===== src/rtl/pc_pkg.sv =====
// Shared defaults and the operation type for the fetch PC / return-address-stack unit.
// Latency: n/a (types and constants only).
// Backpressure: n/a.
package pc_pkg;

    localparam int PC_W_DEF      = 18;
    localparam int STEP_DEF      = 1;
    localparam int RESET_VEC_DEF = 0;

    // One operation per cycle, chosen by the fixed-priority decode in pc_ras_unit.
    typedef enum logic [2:0] {
        OP_HOLD,
        OP_INC,
        OP_BR,
        OP_LD,
        OP_CALL,
        OP_RET
    } op_t;

endpackage


===== src/rtl/ras_stack.sv =====
// Circular LIFO of return addresses; a push when full overwrites the oldest entry.
// Latency: push/pop take effect on the next edge; topDat is read combinationally from wptr-1.
// Backpressure: none -- overflow/underflow are reported as single-cycle event pulses.
module ras_stack #(
    parameter int DEPTH = 4,
    parameter int W     = 18,
    localparam int PW   = $clog2(DEPTH)
) (
    input  logic          clk,
    input  logic          rst,
    input  logic          push,
    input  logic          pop,
    input  logic          clr,
    input  logic [W-1:0]  pushDat,
    output logic [W-1:0]  topDat,
    output logic [PW:0]   cnt,
    output logic          full,
    output logic          empty,
    output logic          ovfEvt,
    output logic          udfEvt
);

    localparam logic [PW-1:0] PTR_ONE = 1;
    localparam logic [PW:0]   CNT_ONE = 1;
    localparam logic [PW:0]   CNT_MAX = DEPTH[PW:0];

    logic [W-1:0]  mem [DEPTH];
    logic [PW-1:0] wptr;
    logic [PW-1:0] rdPtr;
    logic          doPush;
    logic          doPop;

    assign rdPtr  = wptr - PTR_ONE;
    assign topDat = mem[rdPtr];
    assign full   = (cnt == CNT_MAX);
    assign empty  = (cnt == '0);

    // Pop wins if both are requested; the caller is expected to never ask for both.
    assign doPop  = pop & ~empty;
    assign doPush = push & ~pop & ~clr;
    assign ovfEvt = doPush & full;
    assign udfEvt = pop & empty & ~clr;

    always_ff @(posedge clk or negedge rst) begin
        if (!rst) begin
            wptr <= '0;
            cnt  <= '0;
        end else if (clr) begin
            wptr <= '0;
            cnt  <= '0;
        end else if (doPop) begin
            wptr <= rdPtr;
            cnt  <= cnt - CNT_ONE;
        end else if (doPush) begin
            wptr <= wptr + PTR_ONE;
            if (!full) begin
                cnt <= cnt + CNT_ONE;
            end
        end
    end

    always_ff @(posedge clk) begin
        if (doPush) begin
            mem[wptr] <= pushDat;
        end
    end

endmodule


===== src/rtl/pc_ras_unit.sv =====
// Fetch PC register with step/load/branch/call/return and sticky RAS overflow/underflow flags.
// Latency: 1 cycle from strobe to PCout and flags; PCout is always a flop.
// Backpressure: stall freezes all state; one operation per cycle, ret > call > wr > br > re.
module pc_ras_unit
    import pc_pkg::*;
#(
    parameter int          PC_W      = PC_W_DEF,
    parameter int          STEP      = STEP_DEF,
    parameter int          RAS_DEPTH = 4,
    parameter int unsigned RESET_VEC = RESET_VEC_DEF,
    localparam int         CW        = $clog2(RAS_DEPTH) + 1
) (
    input  logic            clk,
    input  logic            rst,
    input  logic            stall,
    input  logic            re_PC,
    input  logic            wr_PC,
    input  logic            br_PC,
    input  logic            call,
    input  logic            ret,
    input  logic            clr_err,
    input  logic [PC_W-1:0] PCin,
    input  logic [PC_W-1:0] br_off,
    output logic [PC_W-1:0] PCout,
    output logic [CW-1:0]   ras_cnt,
    output logic            ras_full,
    output logic            ras_empty,
    output logic            ras_ovf,
    output logic            ras_udf
);

    localparam logic [PC_W-1:0] STEP_V  = PC_W'(STEP);
    localparam logic [PC_W-1:0] RST_PC  = PC_W'(RESET_VEC);

    op_t             op;
    logic [PC_W-1:0] pcPlusStep;
    logic [PC_W-1:0] pcNext;
    logic [PC_W-1:0] rasTop;
    logic            ovfEvt;
    logic            udfEvt;

    assign pcPlusStep = PCout + STEP_V;

    always_comb begin
        op = OP_HOLD;
        if (!stall) begin
            if (ret)        op = OP_RET;
            else if (call)  op = OP_CALL;
            else if (wr_PC) op = OP_LD;
            else if (br_PC) op = OP_BR;
            else if (re_PC) op = OP_INC;
        end
    end

    // br_off is already PC_W wide, so a plain add is the sign-extended, wrapping branch.
    always_comb begin
        pcNext = PCout;
        case (op)
            OP_INC:  pcNext = pcPlusStep;
            OP_BR:   pcNext = PCout + br_off;
            OP_LD:   pcNext = PCin;
            OP_CALL: pcNext = PCin;
            OP_RET:  pcNext = ras_empty ? pcPlusStep : rasTop;
            default: pcNext = PCout;
        endcase
    end

    ras_stack #(
        .DEPTH (RAS_DEPTH),
        .W     (PC_W)
    ) u_ras (
        .clk     (clk),
        .rst     (rst),
        .push    (op == OP_CALL),
        .pop     (op == OP_RET),
        .clr     (1'b0),
        .pushDat (pcPlusStep),
        .topDat  (rasTop),
        .cnt     (ras_cnt),
        .full    (ras_full),
        .empty   (ras_empty),
        .ovfEvt  (ovfEvt),
        .udfEvt  (udfEvt)
    );

    always_ff @(posedge clk or negedge rst) begin
        if (!rst) begin
            PCout   <= RST_PC;
            ras_ovf <= 1'b0;
            ras_udf <= 1'b0;
        end else begin
            PCout <= pcNext;
            // A new event on the clearing edge takes precedence over the clear.
            if (!stall) begin
                ras_ovf <= (ras_ovf & ~clr_err) | ovfEvt;
                ras_udf <= (ras_udf & ~clr_err) | udfEvt;
            end
        end
    end

endmodule


===== config.mk =====
export PLATFORM = sky130hd
export DESIGN_NAME = pc_ras_unit
export DESIGN_NICKNAME = d
export VERILOG_FILES = /design/src/rtl/pc_pkg.sv /design/src/rtl/ras_stack.sv /design/src/rtl/pc_ras_unit.sv
export SDC_FILE = /design/constraint.sdc
export NUM_CORES = 1
export LEC_CHECK = 0
export BUFFER_PORTS_ARGS = -buffer_cell sky130_fd_sc_hd__buf_2
export CAP_MARGIN = 20
export CORE_MARGIN = 3
export CORE_UTILIZATION = 40
export DETAILED_ROUTE_END_ITERATION = 7
export GPL_TIMING_DRIVEN = 0
export PLACE_DENSITY = 0.56
export SLEW_MARGIN = 10
export SYNTH_ARGS = -nofsm -noshare
export SYNTH_HDL_FRONTEND = slang
export SYNTH_HIERARCHICAL = 1
export SYNTH_SLANG_ARGS = --single-unit

===== constraint.sdc =====
create_clock -name clk -period 8 [get_ports clk]
set_input_delay 1.2 -clock clk [delete_from_list [all_inputs] [get_ports clk]]
set_output_delay 1.2 -clock clk [all_outputs]
set_load 0.005 [all_outputs]

==> flow_summary.toml, run 1 <==
[power]
p_leak_nw = 2.451
clockPowerShare_pct = 28.2
p_total_mw = 1.639
pwr-share-comb_pct = 32.0
power_density_nw_per_um2 = 250.1
switching_share_pct = 33.43
seq_power_share_pct = 39.8
p_int_mw = 1.091
switchingPower_uw = 548.0
peakVddDrop_mv = 0.1365

[yosys]
syn_inst = 486
synth_flop_cell = "edfxtp_1"
synth.avg_cell_area_um2 = 11.61
synth_common_cells = "72 x edfxtp_1, 35 x a21oi_1, 34 x nor2_1"
synth_edf_count = 72
synth_largest_area_cell = "edfxtp_1"
async_reset_ff_share_pct = 25.77
synth_cell_types = 70
synth_top_cells_by_area = "edfxtp_1 38%, dfrtp_1 11%, mux4_2 7.2%, ha_1 4.9%, xnor2_1 3.4%"
synth_most_common_cell = "edfxtp_1"
syn-cell-area_um2 = 5644
yosys.area.top_type_share_pct = 38.31
yosysSeqAreaShare_pct = 49.39
synth_seq_cells = 97
ys_warn_count = 6

[die]
initial_core_util_pct = 41.79
rows = 42
io_pins = 70
chipWidth_um = 124.8
core_um2 = 13510
die_h_um = 124.8
fp.dieArea_um2 = 15570

[place]
place.gp.congestion = 0.8725
port_buffers = 69
hpwl_mm = 11.76

[global_routing]
grt_max_degree = 26
grt.total_usage_pct = 20.40
grt.overflow.total = 0
grt_pass1_wl_mm = 24.58
antenna_found_initial = 0
first_global_vias = 4316

[sta]
fin_setup_tns_ns = 0
min_period_over_period_pct = 45.52
tightest_slew_ns = 1.103
hold-worst-slack_ns = 0.5015
fin_skew_ns = 0.005943
grt_setup_unrepaired = "no"
drv_slew = 0
slew_headroom_pct = 25.93
setup_viol = 0
hold_violations = 0
max_freq_mhz = 274.6
min_period_ns = 3.642

[setup_path]
crit_chain = "buf_2, buf_2, nor2_1, and2_1, inv_1, nor3_1, and2_1"
slowest_delay_ns = 0.89
critPathCaptureType = "register"
path_buf_inv = 3
start_kind = "input port"
slowest_stage = "and2_1"
criticalPathCategory = "input port to register"
cp_top_family = "simple AND/OR/NAND/NOR gates"
required_ns = 7.97
cp_max_fo = 18
critPathArrivalTime_ns = 3.61

[drt]
num_vias = 4399
drt-vias-per-instance = 5.842
drt-initial-drc-count = 401
wl_mm = 15.64
drt.antenna.violating_nets = 0
drc = 0
wl_per_cell_um = 20.77
drt_first_pass_iters = 5

[worst_hold_path]
hold_class = "register to register"

[outcome]
outcome = "finished clean"

[clock_network]
cts.hold.buffers_added = 0
cts_tree = "done"
ctsRootBufferMaster = "clkbuf_16"
cts.repair.resized = 0
clkSinkCount = 97
clkLatencyLatePin_ns = 0.35
post_cts_buffers = 0
h-tree-depth = 3
clockBufferDepth = 2
cts_inserted_buffers = 9
cts.clk_slew.worst_paths_ns = 0.07

[final_layout]
drive_gt1_share_pct = 22.18
fillers = 1292
antenna_cells = 0
multiInputGateArea_um2 = 2738
post-route-util_pct = 48.54
regArea_um2 = 2788
fin_nets = 642
syn2layout_area_growth_pct = 16.14

[flow_run]
cap_violations = 0
## kinds of logic after synthesis
| logic type | count (synthesis) | synth area share, % |
|---|---|---|
| flops | 97 | 49.39 |
| fa+ha+maj | 24 | 5.586 |
| simple gates | 138 | 12.48 |
| buf+inv | 32 | 2.505 |
| xor+xnor | 35 | 5.431 |
| mux | 20 | 7.559 |
| compound gates | 139 | 16.98 |
| other cells | 1 | 0.06644 |
## final timing paths
path	depth (start not counted)	slack, ns	endpoint	from
max	7	4.36	u_ras/mem[3][11]	stall
min in group asynchronous	1	0.87	u_ras/cnt[1]	rst
max in group asynchronous	1	6.72	PCout[12]	rst
min reg2reg	1	0.50	ras_ovf	ras_ovf
max reg2reg	8	4.63	PCout[11]	u_ras/cnt[2]
min	1	0.50	ras_ovf	ras_ovf
## state kept, by name, summed over array words and instances (netlist names)
| register | flops |
|---|---|
| ras_udf | 1 |
| u_ras/cnt | 3 |
| ras_ovf | 1 |
| u_ras/wptr | 2 |
| PCout | 18 |
| u_ras/mem | 72 |
## layout make-up
cell class	count	share of cell area (%)
Sequential cell	97	42.53
Clock inverter	6	1.412
Buffer	20	1.470
Clock buffer	9	3.436
Tap cell	176	3.359
Multi-Input combinational cell	363	41.76
Timing Repair Buffer	70	5.345
Inverter	12	0.6872
## power groups by stage
| stage | Clock, mW | Sequential, mW | Combinational [mW] |
|---|---|---|---|
| global placement | 0 | 0.662 | 0.512 |
| global route | 0.489 | 0.658 | 0.584 |
| CTS | 0.470 | 0.652 | 0.527 |
| floorplan | 0 | 0.651 | 0.358 |
| finish | 0.463 | 0.652 | 0.524 |
| detailed placement | 0 | 0.662 | 0.523 |
## per-layer routing
metal | vias up | GRT usage (%) | routed length [um] | share of wire [%]
li1 | 2060 | - | - | -
met1 | 2173 | 29.38 | 7009 | 45
met2 | 154 | 32.63 | 7479 | 48
met3 | 12 | 3.473 | 977 | 6.2
met4 | 0 | 4.191 | 170 | 1.1
met5 | - | 0 | 0 | 0
## layout by cell type (no fill, tap or decap), drive strengths merged, types with 3 or more instances in the layout
cell type and instances:
a2111oi 4, a211oi 6, a21o 5, a21oi 35, a221o 4, a221oi 5
a222oi 3, a22oi 3, a2bb2oi 5, a31o 4, a31oi 7, and2 10
and3 7, buf 80, clkbuf 19, conb 7, dfrtp 25, edfxtp 72
ha 22, inv 12, mux4 18, nand2 33, nand2b 4, nand3 18
nand4 6, nor2 34, nor2b 6, nor3 7, nor4 3, o21ai 31
o22ai 6, xnor2 22, xor2 13
## through the flow
stage,setup slack (ns),area [um2],cells
2_1_floorplan,4.758,5667,492
3_3_place_gp,3.987,6232,737
3_5_place_dp,3.904,6232,737
4_1_cts,4.270,6550,752
5_1_grt,4.051,6555,753
6_report,4.358,6555,753
Note: power is estimated with default switching activity, not from simulation.
==> inputs of run 2 (changes only) <==
--- a/config.mk
+++ b/config.mk
@@ -11,7 +11,7 @@
 export CORE_UTILIZATION = 40
 export DETAILED_ROUTE_END_ITERATION = 7
 export GPL_TIMING_DRIVEN = 0
-export PLACE_DENSITY = 0.56
+export PLACE_DENSITY = 0.58
 export SLEW_MARGIN = 10
 export SYNTH_ARGS = -nofsm -noshare
 export SYNTH_HDL_FRONTEND = slang
==> constraint.sdc (replaced) <==
create_clock -name clk -period 3 [get_ports clk]
set_input_delay 0.45 -clock clk [delete_from_list [all_inputs] [get_ports clk]]
set_output_delay 0.45 -clock clk [all_outputs]
set_load 0.005 [all_outputs]
==> run 2 against run 1 <==
Sequential share of layout area down 0.64 points. Register-to-register slack worse by 4.4 ns. Die area unchanged. Global-route usage down 0.23 points. Cell area up 1.6%. Via count up 2.4%. First-iteration DRC count up 30%. Combinational power rose to 2.7 times the previous value. Sequential power rose to 2.7 times the previous value. Largest cell class unchanged. Worst hold slack worse by 0.38 ns. Setup slack worse by 4.2 ns.
==> flow_summary.toml, run 2 (synthesized netlist as in run 1, its figures left out) <==
[final_layout]
reg_top3 = "u_ras/mem (72), PCout (18), u_ras/cnt (3)"
stdcell_area_um2 = 6659
regMostFlops = "u_ras/mem"
layout_commonest_cell = "buf_2"
stdcell_count = 755
final_cell_mix = "76 x buf_2, 72 x edfxtp_1, 35 x a21oi_1"
antenna_cells = 0
largest_reg_flops = 72
drive_gt1_share_pct = 24.35
fin_nets = 643
syn2layout_area_growth_pct = 17.98

[clock_network]
clkLatencyLatePin_ns = 0.35
clkSinkCount = 97
ctsRootBufferMaster = "clkbuf_16"
cts_inserted_buffers = 9
post_cts_buffers = 0
clockBufferDepth = 2
h-tree-depth = 3
cts.clk_slew.worst_paths_ns = 0.07
cts_tree = "done"

[setup_path]
critPathArrivalTime_ns = 2.84
criticalPathCategory = "input port to register"
ff2ff_path_depth = 9
cp_max_fo = 18
critPathCaptureType = "register"
rrSetupSlack_ns = 0.19
required_ns = 2.97
reg2reg_to = "PCout[12]"
reg2reg_from = "PCout[0]"
start_kind = "input port"

[drt]
highest-signal-layer = "met4"
met1_length_mm = 6.977
drt_first_pass_iters = 8
drt-vias-per-instance = 5.967
drt.antenna.violating_nets = 0
wl_per_cell_um = 20.77
num_vias = 4505
route.met2.wl_mm = 7.447
drc = 0
wl_mm = 15.68
wl_met3_mm = 1.036
drt-initial-drc-count = 522

[sta]
setup_viol = 0
min_period_ns = 2.871
fin_setup_tns_ns = 0
max_freq_mhz = 348.3
min_period_over_period_pct = 95.70
hold_violations = 0
grt_setup_unrepaired = "no"
fin_skew_ns = 0.01224
tightest_slew_ns = 1.174
slew_headroom_pct = 21.14
drv_slew = 0

[die]
rows = 42
fp.dieArea_um2 = 15570
core_um2 = 13510
die_h_um = 124.8
initial_core_util_pct = 41.79
io_pins = 70
chipWidth_um = 124.8

[global_routing]
grt.overflow.total = 0
first_global_vias = 4332
antenna_found_initial = 0
grt.total_usage_pct = 20.17
grt_pass1_wl_mm = 24.42
grt_max_degree = 26

[place]
dp_cells = 737
port_buffers = 69
hpwl_mm = 11.49
place.gp.congestion = 0.8794
dpl_cell_area_um2 = 6232

[power]
p_leak_nw = 2.492
power_density_nw_per_um2 = 649.4
peakVddDrop_mv = 0.2978

[flow_run]
cap_violations = 0

[worst_hold_path]
hold_class = "input port to async pin"

[outcome]
outcome = "finished clean"
run 2: worst max path at each step:
stage                        to          start  slack (ns)
2_1_floorplan          PCout[2]  u_ras/wptr[0]        0.50
3_3_place_gp   u_ras/mem[3][16]          stall       -0.24
3_5_place_dp          PCout[16]   u_ras/cnt[0]       -0.32
4_1_cts                PCout[2]   u_ras/cnt[0]        0.03
5_1_grt         u_ras/mem[3][5]            ret       0.002
6_report        u_ras/mem[2][4]            ret        0.13
run 2: power breakdown:
| part | internal [mW] | switching (mW) |
|---|---|---|
| registers | 1.60 | 0.148 |
| logic | 0.598 | 0.820 |
| clock network | 0.595 | 0.562 |
run 2: critical path: stages:
cell and delay [ns]:
buf_2 0.16, nand2b_1 0.19, inv_1 0.08, clkbuf_1 0.29, buf_2 0.29, nor3_1 0.47
and2_1 0.90
run 2: through the flow:
step                      hold WS (ns)  power, mW  utilization (%)  setup slack (ns)
final                           0.1256      4.324            49.31            0.1289
after floorplan                 0.1544      2.691                -            0.4968
after global routing            0.1617      4.565            49.31          0.002076
after CTS                       0.1273      4.318            48.56           0.03041
after detailed placement        0.4827      3.145            46.15           -0.3201
after global placement          0.4800      3.114            46.15           -0.2390
run 2: repair_timing:
action,4_1_cts,5_1_grt
hold buffers,0,0
cloned,0,0
setup endpoints to repair,16,14
gates resized for setup,7,10
run 2: area by class of cell:
class,count,area (um2)
multi-input combinational,363,2785
timing repair buffer,71,400.4
buffer,20,107.6
tap,176,220.2
sequential,97,2789
inverter,12,48.80
clock buffer,9,225.2
clock inverter,7,82.58
fill,1219,6847
run 2: layer usage:
metal	global-route usage, %	up-vias
met3	3.816	20
met1	28.43	2240
li1	-	2069
met4	5.351	0
met2	32.09	176
met5	0	-
==> inputs of run 3 (changes only) <==
--- a/config.mk
+++ b/config.mk
@@ -7,7 +7,7 @@
 export LEC_CHECK = 0
 export BUFFER_PORTS_ARGS = -buffer_cell sky130_fd_sc_hd__buf_2
 export CAP_MARGIN = 20
-export CORE_MARGIN = 3
+export CORE_MARGIN = 5
 export CORE_UTILIZATION = 40
 export DETAILED_ROUTE_END_ITERATION = 7
 export GPL_TIMING_DRIVEN = 0
==> run 3 against run 2 <==
Clock skew is essentially flat. Sequential cell count is the same. Register-to-register slack lost 0.07 ns. Critical endpoint is now PCout[12].
==> flow_summary.toml, run 3 (synthesized netlist as in run 1, its figures left out) <==
[place]
place.gp.congestion = 0.9166
dpl_cell_area_um2 = 6237
port_buffers = 69
dp_cells = 741
hpwl_mm = 11.94
post-place-ws_ns = -0.2786

[clock_network]
cts_inserted_buffers = 9
cts.clk_slew.worst_paths_ns = 0.08
clockBufferDepth = 2
clkLatencyLatePin_ns = 0.35
ctsRootBufferMaster = "clkbuf_16"
clkSinkCount = 97
h-tree-depth = 3
cts.hold.buffers_added = 0
cts_tree = "done"

[drt]
drt-initial-drc-count = 414
drt.antenna.violating_nets = 0
drt_first_pass_iters = 5
drt-vias-per-instance = 5.887
drc = 0
num_vias = 4468
wl_mm = 15.76
wl_per_cell_um = 20.77

[final_layout]
antenna_cells = 0
fillers = 1304
stdcell_area_um2 = 6613
final_cell_mix = "76 x buf_2, 72 x edfxtp_1, 35 x a21oi_1"
largest_reg_flops = 72
regMostFlops = "u_ras/mem"
syn2layout_area_growth_pct = 17.16
reg_top3 = "u_ras/mem (72), PCout (18), u_ras/cnt (3)"
drive_gt1_share_pct = 24.35
stdcell_count = 759
fin_nets = 643
layout_commonest_cell = "buf_2"

[sta]
grt_setup_unrepaired = "no"
max_freq_mhz = 346.8
min_period_ns = 2.883
drv_slew = 0
fin_skew_ns = 0.01265
slew_headroom_pct = 29.26
min_period_over_period_pct = 96.11
tightest_slew_ns = 1.053
fin_setup_tns_ns = 0
setup_slack_ns = 0.1168
setup_viol = 0
hold_violations = 0

[die]
die_h_um = 128.8
fp.dieArea_um2 = 16590
rows = 43
core_um2 = 13880
initial_core_util_pct = 40.66
chipWidth_um = 128.8
io_pins = 70

[power]
p_leak_nw = 2.475
p_total_mw = 4.383
peakVddDrop_mv = 0.3055
power_density_nw_per_um2 = 662.9

[outcome]
outcome = "finished clean"

[setup_path]
critPathCaptureType = "register"
cp_max_fo = 7
start_kind = "register"
reg2reg_from = "PCout[0]"
required_ns = 3.22
reg2reg_to = "PCout[12]"
ff2ff_path_depth = 9
rrSetupSlack_ns = 0.12
criticalPathCategory = "register to register"
critPathArrivalTime_ns = 3.10

[global_routing]
grt_max_degree = 26
antenna_found_initial = 0
grt.overflow.total = 0
first_global_vias = 4495
grt.total_usage_pct = 19.46
grt_pass1_wl_mm = 24.66

[worst_hold_path]
hold_class = "input port to async pin"

[flow_run]
cap_violations = 0
-- run 3: power breakdown --
part	internal [mW]	switching [mW]
sequential	1.60	0.144
clock	0.674	0.559
combinational	0.591	0.814
-- run 3: metrics by stage --
step | hold WS [ns] | util [%]
3_5_place_dp | 0.5028 | 44.93
2_1_floorplan | 0.1544 | -
4_1_cts | 0.1414 | 47.32
5_1_grt | 0.1740 | 47.64
3_3_place_gp | 0.4787 | 44.93
6_report | 0.1159 | 47.64
-- run 3: timing repair --
item,4_1_cts,5_1_grt
gates resized for setup,5,11
setup buffers,0,2
setup endpoints to repair,12,84
-- run 3: how the worst max path moves through the flow --
stage	from	to	slack [ns]	depth (start not counted)
after floorplan	u_ras/wptr[0]	PCout[2]	0.50	11
after global placement	stall	u_ras/mem[3][16]	-0.22	7
after detailed placement	stall	u_ras/mem[3][16]	-0.28	7
after CTS	u_ras/wptr[0]	PCout[13]	0.001	11
after global routing	PCout[0]	PCout[12]	0.003	9
final	PCout[0]	PCout[12]	0.12	9
-- run 3: routing by layer --
| metal | wire [um] | vias up | GRT usage (%) |
|---|---|---|---|
| met3 | 1138 | 25 | 4.234 |
| li1 | - | 2067 | - |
| met4 | 354 | 0 | 5.744 |
| met2 | 7221 | 172 | 31.01 |
| met1 | 7046 | 2204 | 26.84 |
| met5 | 0 | - | 0 |
-- run 3: layout make-up --
cell class                 count  area, um2  area share, %
buffer                        20      106.4          1.608
inverter                      12      45.04         0.6812
timing repair buffer          71      360.3          5.449
clock buffer                   9      225.2          3.406
sequential                    97       2790          42.19
clock inverter                 7      90.09          1.362
multi-input combinational    363       2770          41.89
tap                          180      225.2          3.406
-- run 3: critical path, stage by stage (launching register included) --
cell and delay (ns):
dfrtp_2 0.48, ha_1 0.25, fa_1 0.42, a21o_1 0.22
a311oi_2 0.36, nor2_1 0.16, a31oi_2 0.29, nor3_1 0.09
a2111oi_1 0.38, a22oi_1 0.11
